==> src/rtl/msk_rnd_pkg.sv <==
// Shared types and sizing for the masked-randomness feeder: HPC2 rnd width helper,
// default geometry and the feeder FSM state encoding.
package msk_rnd_pkg;

   function automatic int hpc2rnd(input int shares);
      return shares * (shares - 1) / 2;
   endfunction

   localparam int D_DEF        = 2;
   localparam int NGADGETS_DEF = 4;
   localparam int OUT_W        = NGADGETS_DEF * hpc2rnd(D_DEF);
   localparam int CAP          = 2 * OUT_W;

   typedef enum logic [1:0] {
      RST   = 2'd0,
      PRIME = 2'd1,
      RUN   = 2'd2
   } fsm_state_t;

endpackage

==> src/rtl/rnd_shift_buf.sv <==
// Bit buffer, bit 0 oldest: consume drops the low OW bits, push appends IN_W bits at the
// fill point; both together in one cycle. Next-state fill is exported for the FSM.
module rnd_shift_buf #(
   parameter int OW   = 4,
   parameter int CW   = 8,
   parameter int IN_W = 3,
   parameter int FW   = 4
) (
   input  logic            clk,
   input  logic            syn_rstn,
   input  logic            push,
   input  logic [IN_W-1:0] push_dat,
   input  logic            consume,
   output logic [OW-1:0]   out_word,
   output logic [FW-1:0]   fill,
   output logic [FW-1:0]   fill_nxt
);

   logic [CW-1:0] buf_q, buf_d;
   logic [FW-1:0] fill_q, fill_d;
   logic [CW-1:0] base_buf;
   logic [FW-1:0] base_fill;
   logic [CW-1:0] ins;

   // Bits at and above fill are always zero, so an insert is a plain OR.
   always_comb begin
      base_buf  = buf_q;
      base_fill = fill_q;
      ins       = {{(CW-IN_W){1'b0}}, push_dat};
      if (consume) begin
         base_buf  = buf_q >> OW;
         base_fill = fill_q - FW'(OW);
      end
      buf_d  = base_buf;
      fill_d = base_fill;
      if (push) begin
         buf_d  = base_buf | (ins << base_fill);
         fill_d = base_fill + FW'(IN_W);
      end
   end

   always_ff @(posedge clk) begin
      if (!syn_rstn) begin
         buf_q  <= '0;
         fill_q <= '0;
      end else begin
         buf_q  <= buf_d;
         fill_q <= fill_d;
      end
   end

   assign out_word = buf_q[OW-1:0];
   assign fill     = fill_q;
   assign fill_nxt = fill_d;

endmodule

==> src/rtl/msk_rnd_feeder.sv <==
// PRNG-to-HPC2 rnd width adapter: primes a 2*OUT_W buffer, then serves one fresh word per out_req.
// in_ready/out_valid depend on registered state only; optional stuck detector under RND_STUCK_DETECT_EN.
module msk_rnd_feeder
   import msk_rnd_pkg::*;
#(
   parameter int d        = D_DEF,
   parameter int NGADGETS = NGADGETS_DEF,
   parameter int IN_W     = 3,
   localparam int OW      = NGADGETS * hpc2rnd(d),
   localparam int CW      = 2 * OW,
   localparam int FW      = $clog2(CW + 1)
) (
   input  logic            clk,
   input  logic            syn_rstn,
   input  logic [IN_W-1:0] in_rnd,
   input  logic            in_valid,
   output logic            in_ready,
   input  logic            out_req,
   output logic [OW-1:0]   out_rnd,
   output logic            out_valid,
`ifdef RND_STUCK_DETECT_EN
   output logic            stuck,
`endif
   output logic            underflow
);

   if (IN_W < 1 || IN_W > OW) begin : g_bad_in_w
      $error("msk_rnd_feeder: IN_W must lie in 1..OUT_W");
   end

   fsm_state_t    state_q, state_d;
   logic          underflow_q, underflow_d;
   logic          push, consume;
   logic [OW-1:0] word;
   logic [FW-1:0] fill, fill_nxt;

   assign in_ready  = (state_q != RST) && (fill <= FW'(CW - IN_W));
   assign out_valid = (state_q == RUN) && (fill >= FW'(OW));
   assign out_rnd   = out_valid ? word : '0;
   assign underflow = underflow_q;
   assign push      = in_valid && in_ready;
   assign consume   = out_req && out_valid;

   rnd_shift_buf #(
      .OW   (OW),
      .CW   (CW),
      .IN_W (IN_W),
      .FW   (FW)
   ) u_buf (
      .clk      (clk),
      .syn_rstn (syn_rstn),
      .push     (push),
      .push_dat (in_rnd),
      .consume  (consume),
      .out_word (word),
      .fill     (fill),
      .fill_nxt (fill_nxt)
   );

   // Serving starts only once the buffer is too full for another beat.
   always_comb begin
      state_d     = state_q;
      underflow_d = underflow_q | (out_req & ~out_valid);
      case (state_q)
         RST:     state_d = PRIME;
         PRIME:   if (fill_nxt >= FW'(CW - IN_W + 1)) state_d = RUN;
         RUN:     if (consume && (fill_nxt < FW'(OW))) state_d = PRIME;
         default: state_d = RST;
      endcase
   end

`ifdef RND_STUCK_DETECT_EN
   logic [IN_W-1:0] last_q, last_d;
   logic [1:0]      run_q, run_d;
   logic            stuck_q, stuck_d;

   // run_q is the current run length of identical accepted beats, 0 meaning none yet.
   always_comb begin
      last_d  = last_q;
      run_d   = run_q;
      stuck_d = stuck_q;
      if (push) begin
         last_d = in_rnd;
         if ((run_q != 2'd0) && (in_rnd == last_q)) begin
            if (run_q == 2'd3) stuck_d = 1'b1;
            else               run_d   = run_q + 2'd1;
         end else begin
            run_d = 2'd1;
         end
      end
   end

   assign stuck = stuck_q;
`endif

   always_ff @(posedge clk) begin
      if (!syn_rstn) begin
         state_q     <= RST;
         underflow_q <= 1'b0;
`ifdef RND_STUCK_DETECT_EN
         last_q      <= '0;
         run_q       <= 2'd0;
         stuck_q     <= 1'b0;
`endif
      end else begin
         state_q     <= state_d;
         underflow_q <= underflow_d;
`ifdef RND_STUCK_DETECT_EN
         last_q      <= last_d;
         run_q       <= run_d;
         stuck_q     <= stuck_d;
`endif
      end
   end

endmodule

==> config.mk <==
export PLATFORM = sky130hd
export DESIGN_NAME = msk_rnd_feeder
export DESIGN_NICKNAME = d
export VERILOG_FILES = /design/src/rtl/msk_rnd_pkg.sv /design/src/rtl/rnd_shift_buf.sv /design/src/rtl/msk_rnd_feeder.sv
export SDC_FILE = /design/constraint.sdc
export NUM_CORES = 1
export LEC_CHECK = 0
export CAP_MARGIN = 20
export CORE_MARGIN = 2
export CORE_UTILIZATION = 50
export DETAILED_ROUTE_END_ITERATION = 10
export DONT_BUFFER_PORTS = 1
export HOLD_SLACK_MARGIN = 0.02
export PLACE_DENSITY = 0.68
export SETUP_SLACK_MARGIN = 0.1
export SYNTH_ARGS = -nofsm -noshare
export SYNTH_HDL_FRONTEND = slang
export SYNTH_SLANG_ARGS = --single-unit
==> constraint.sdc <==
create_clock -name clk -period 2.25 [get_ports clk]
set_input_delay 0.225 -clock clk [delete_from_list [all_inputs] [get_ports clk]]
set_output_delay 0.225 -clock clk [all_outputs]
set_load 0.05 [all_outputs]
==> qor.txt <==
P&R area growth vs syn: 20.6%
Fin. max-slew vios: 0
Vias in the first global route: 737
CTS root buf: clkbuf_4
Fillers: 156
Commonest non-fill, non-tap cell in the layout: dfxtp_1
Clk Latency, worst-skew pair: 0.30 ns
Worst vdd ir: 670 uV
Layout cells sized above 1: 23.2%
Req. time, crit path: 2.42 ns
Total CTS buffers: 3
Post-synthesis area per instance: 8.48 um2
CP Launch Type: flip-flop
Combinational Power Share: 46.3%
# clock sinks: 15
Worst Clk Skew: 0.00814 ns
Clk slew on worst S/H paths: 0.10 ns
Via/cell ratio: 6.00
WP data arrival: 2.23 ns
Nets@finish: 137
Post-CTS setup buffer count: 0
Leading post-synthesis cells by cell area: dfxtp_1, mux2i_1, ha_1
Synth area leader: dfxtp_1
Synthesis Warnings: 0
Post-synthesis sequential element count: 15
Initial antenna violation count: 0
Top Metal Used: met4
DRT Pass-1 Iters: 4
Int Power: 0.575 mW
Setup_tns: 0 ns
Average wire per standard cell: 14.7 um
WL met3: 134 um
Resized Gates After CTS: 0
Global-route wire length before repair: 3250 um
Gpl congestion: 0.843
Sw frac: 40.4%
DR vias: 900
Number of max-cap violations: 0
Drt initial violations: 17
Worst slew pin tran: 0.553 ns
Share of the yosys chip area belonging to registers: 31.6%
Starting Density: 53.8%
Final WL: 2210 um
Tot GR Track Use: 20.8%
Mapped Area: 950 um2
Diodes inserted: 0
TritonCTS clock tree: done
# DRC: 0
Antenna viol nets, final: 0
Worst Path Class, Setup: reg -> reg
Die H: 47.6 um
Sequential share of power: 37.1%
Hold buffer count at CTS: 0
Overall Power: 0.965 mW
Minimum clock period: 2.06 ns
Cells after synthesis: 112
Port Buffers: 0
DP Wirelength: 1570 um
Fmax: 0.485 GHz
Setup violators final: 0
Crit. End Element: flip-flop
Leakage: 0.462 nW
Grt total ovfl: 0
Placed Cells: 146
Standard-cell rows: 15
Hold crit path type: in -> reg
RSZ-0062 raised after global routing: false
Horiz. Die Dim: 47.6 um
M1 WL: 1030 um
Max clock buf depth: 2
Cell Count, Final, Fillers Out: 150
Status: finished, final reports clean
Boundary Pins: 14
Final Core Density: 64.9%
Synth top area share: 31.6%
Die ar.: 2260 um2
CP Max Fanout: 6
Synth Net Count: 123
Clock power share: 16.7%
Largest net degree at the start of global routing: 17
Max H-tree Level: 1
Most frequent cells in the layout: dfxtp_1, nor2_1, buf_4
Dpl ws: 0.121 ns
Slew HR: 62.9%
Switching power: 0.390 mW
Cell Pwr Density: 843 nW/um2
Final Cycle Share: 91.6%
Final hold violation count: 0
Yosys cell types: 39
Metal2 WL: 1010 um
Min setup slack post-route: 0.190 ns
Core box area: 1760 um2
## state kept, by name (all words and copies together), names as in the netlist
register     cells
underflow        1
u_buf.buf_q      8
state_q          2
u_buf.fill       4
## cells in the mapped netlist (all sizes together)
master / n
clkbuf: 4
and2b: 1
o21ai: 5
nand4: 1
inv: 5
nor3b: 2
mux2: 1
nand3b: 1
buf: 1
nand3: 3
ha: 4
or4: 2
and3: 1
nand4bb: 1
and2: 4
o211ai: 1
a21oi: 9
nand2: 7
a22oi: 1
a32oi: 2
mux2i: 6
o221ai: 1
o31a: 1
a211oi: 1
xnor2: 5
nor4: 2
a2111o: 1
nor3: 4
o2bb2ai: 1
nand2b: 1
nor2: 13
dfxtp: 15
or3: 1
o311ai: 1
o2111ai: 1
o31ai: 2
## worst max-delay path: stages (launching register included)
cell and delay (ns):
dfxtp_4 0.41, inv_4 0.06, ha_4 0.16, nand4bb_4 0.28, xnor2_2 0.23, or4_1 0.55
o2111ai_1 0.12, o311ai_1 0.11
## power groups by stage
stage / registers [mW] / logic, mW / clock network, mW
6_report: 0.357 / 0.446 / 0.161
5_1_grt: 0.362 / 0.486 / 0.173
4_1_cts: 0.354 / 0.420 / 0.162
3_5_place_dp: 0.360 / 0.416 / 0
2_1_floorplan: 0.355 / 0.303 / 0
3_3_place_gp: 0.359 / 0.408 / 0
## logic make-up (layout without fill, tap and decap cells)
family	Yosys count	after routing	synth area share [%]
AO/OA/AOI/OAI	27	27	19.0
multiplexers	7	7	7.51
XOR/XNOR	5	5	6.59
AND/OR/NAND/NOR	44	44	25.3
buffers and inverters	10	23	4.74
flip-flops	15	15	31.6
adder cells (fa/ha/maj)	4	4	5.27
## layer usage
metal	global-route usage, %	vias to the layer above
met3	5.28	5
met5	0	-
met2	32.2	34
li1	-	433
met1	28.0	428
met4	8.11	0
## metrics by stage
stage | instance area (um2) | hold WS (ns)
2_1_floorplan | 968 | 0.353
3_3_place_gp | 1080 | 0.364
3_5_place_dp | 1080 | 0.369
4_1_cts | 1110 | 0.0656
5_1_grt | 1140 | 0.0615
6_report | 1140 | 0.0666
## path summary, 6_finish.rpt
| check | startpoint | to | slack, ns | depth (start not counted) |
|---|---|---|---|---|
| setup / recovery | u_buf.fill[2] | state_q[0] | 0.19 | 7 |
| hold reg to reg | u_buf.buf_q[4] | u_buf.buf_q[4] | 0.47 | 2 |
| hold / removal | syn_rstn | state_q[0] | 0.07 | 2 |
| setup reg to reg | u_buf.fill[2] | state_q[0] | 0.19 | 7 |
## cell type report
cell class	instances	area (um2)	share of cell area, %
Inverter	5	21.3	1.86
Clock inverter	1	5.00	0.437
Sequential cell	15	304	26.6
Multi-Input combinational cell	87	652	56.9
Timing Repair Buffer	14	109	9.51
Tap cell	25	31.3	2.73
Clock buffer	3	22.5	1.97
No activity file was read; power rests on OpenSTA's default activity.
==> RTL edit (config.mk and constraints unchanged) <==
The 3 states of `fsm_state_t` get a one-hot encoding in 3 bits.
--- a/src/rtl/msk_rnd_pkg.sv
+++ b/src/rtl/msk_rnd_pkg.sv
@@ -13,6 +13,6 @@
 
-   typedef enum logic [1:0] {
-      RST   = 2'd0,
-      PRIME = 2'd1,
-      RUN   = 2'd2
+   typedef enum logic [2:0] {
+      RST   = 3'b001,
+      PRIME = 3'b010,
+      RUN   = 3'b100
    } fsm_state_t;
Formal check against the unedited RTL: same outputs for any inputs over 10 cycles, from zero or initial values and one cycle with syn_rstn low; not proved beyond that.
==> RTL edit against the unedited design <==
Wire length increased by 4.5%; clock skew decreased by 0.0059 ns; sequential power increased by 16%; sequential cell count increased by 1; synthesized area increased by 0.66%; synthesized cell count increased by 7.1%; power increased by 33%; cell count increased by 8.7%; core utilization increased by 6.5 points; highest routed layer unchanged; final area increased by 10%; worst setup slack improved by 0.053 ns; non-clock buffer count increased by 4.
==> RTL edit: results (changes against the unedited design) <==
* Dpl hpwl at 1560 um (was 1570 um)
* R2R setup slack at 0.24 ns (was 0.19 ns)
* Worst IR Drop VDD at 799 uV (was 670 uV)
* Sink of the worst hold path: u_buf.fill[1] (was state_q[0])
* Pint at 751 uW (was 575 uW)
* Wire per inst at 14.1 um (was 14.7 um)
* Final non-filler cell area at 1260 um^2 (was 1140 um^2)
* Largest net degree at the start of global routing at 14 (was 17)
* First-pass GRT wire length at 3420 um (was 3250 um)
* Worst R2R End: state_q[1] (was state_q[0])
* Avg Inst Size Synth at 7.97 um^2 (was 8.48 um^2)
* FILL cells at 152 (was 156)
* Vias per Instance at 5.59 (was 6.00)
* Crit-path max FO at 7 (was 6)
* R2R depth at 6 (was 7)
* Worst hold margin at 0.0399 ns (was 0.0666 ns)
* Post-DP Area at 1100 um^2 (was 1080 um^2)
* Final nets at 150 (was 137)
* Final GP Congestion at 0.818 (was 0.843)
* Reg-to-Reg Start: state_q[2] (was u_buf.fill[2])
* Outcome: finished clean (unchanged)
* Vias in the first global route at 803 (was 737)
* Non-Filler Instances at 163 (was 150)
* Worst rel slew slack at 0.666 (was 0.629)
* Pleak at 0.491 nW (was 0.462 nW)
* Drt initial violations at 45 (was 17)
* Clk_skew at 0.00229 ns (was 0.00814 ns)
* Regs by FF count: u_buf.buf_q x8, u_buf.fill x4, state_q x3 (was u_buf.buf_q x8, u_buf.fill x4, state_q x2)
* Synth cell count leaders: nand2_1, dfxtp_1, nor2_1 (was dfxtp_1, nor2_1, a21oi_1)
## RTL edit: cell types whose count changed in the layout (fill, tap and decap cells not counted), sizes merged, moves of 3 or more
cell	before	now
a31oi	0	6
buf	14	17
nand2	7	18
a21oi	9	4
o21ai	5	9
mux2i	6	2
## RTL edit: cells by family after synthesis
group | synth area share
buffers and inverters | 0.0589
DFF | 0.335
and+or+nand+nor | 0.279
adders and majority gates | 0.0524
muxes | 0.0327
AOI/OAI and AO/OA | 0.179
xor gates and xnor gates | 0.0628
## RTL edit: worst max-delay path by stage
stage	startpoint	to	slack (ns)	cells past startpoint
after floorplan	state_q[2]	out_rnd[0]	0.20	4
after CTS	state_q[2]	state_q[1]	0.11	6
after global routing	u_buf.fill[2]	state_q[1]	0.07	8
after global placement	u_buf.fill[2]	u_buf.buf_q[0]	0.09	8
final	state_q[2]	state_q[1]	0.24	6
after detailed placement	u_buf.fill[2]	u_buf.buf_q[0]	0.03	8
## RTL edit: routing by layer
layer	part of all wire	wire length, um	track usage	up-vias
met3	0.044	102	0.0453	4
li1	-	-	-	449
met4	0.020	46	0.103	0
met1	0.42	959	0.278	431
met2	0.52	1200	0.355	27
met5	0	0	0	-
## RTL edit: cell type report
class	count	share of cell area
multi-input combinational	93	0.503
sequential	16	0.263
timing repair buffer	18	0.159
clock buffer	4	0.0288
tap	25	0.0248
inverter	7	0.0209
## RTL edit: power groups by stage
stage | clock network, mW | logic, mW | registers (mW)
5_1_grt | 0.210 | 0.723 | 0.425
6_report | 0.196 | 0.673 | 0.414
3_3_place_gp | 0 | 0.559 | 0.406
4_1_cts | 0.201 | 0.581 | 0.409
2_1_floorplan | 0 | 0.441 | 0.406
3_5_place_dp | 0 | 0.567 | 0.414
## RTL edit: repair_timing
| item | in CTS | in global routing |
|---|---|---|
| hold buffers | 1 | 0 |
| setup buffers | 0 | 5 |
| pin swaps | 0 | 7 |
| gates resized for setup | 5 | 16 |
| endpoints found under the setup margin | 6 | 6 |
| endpoints found under the hold margin | 1 | 0 |
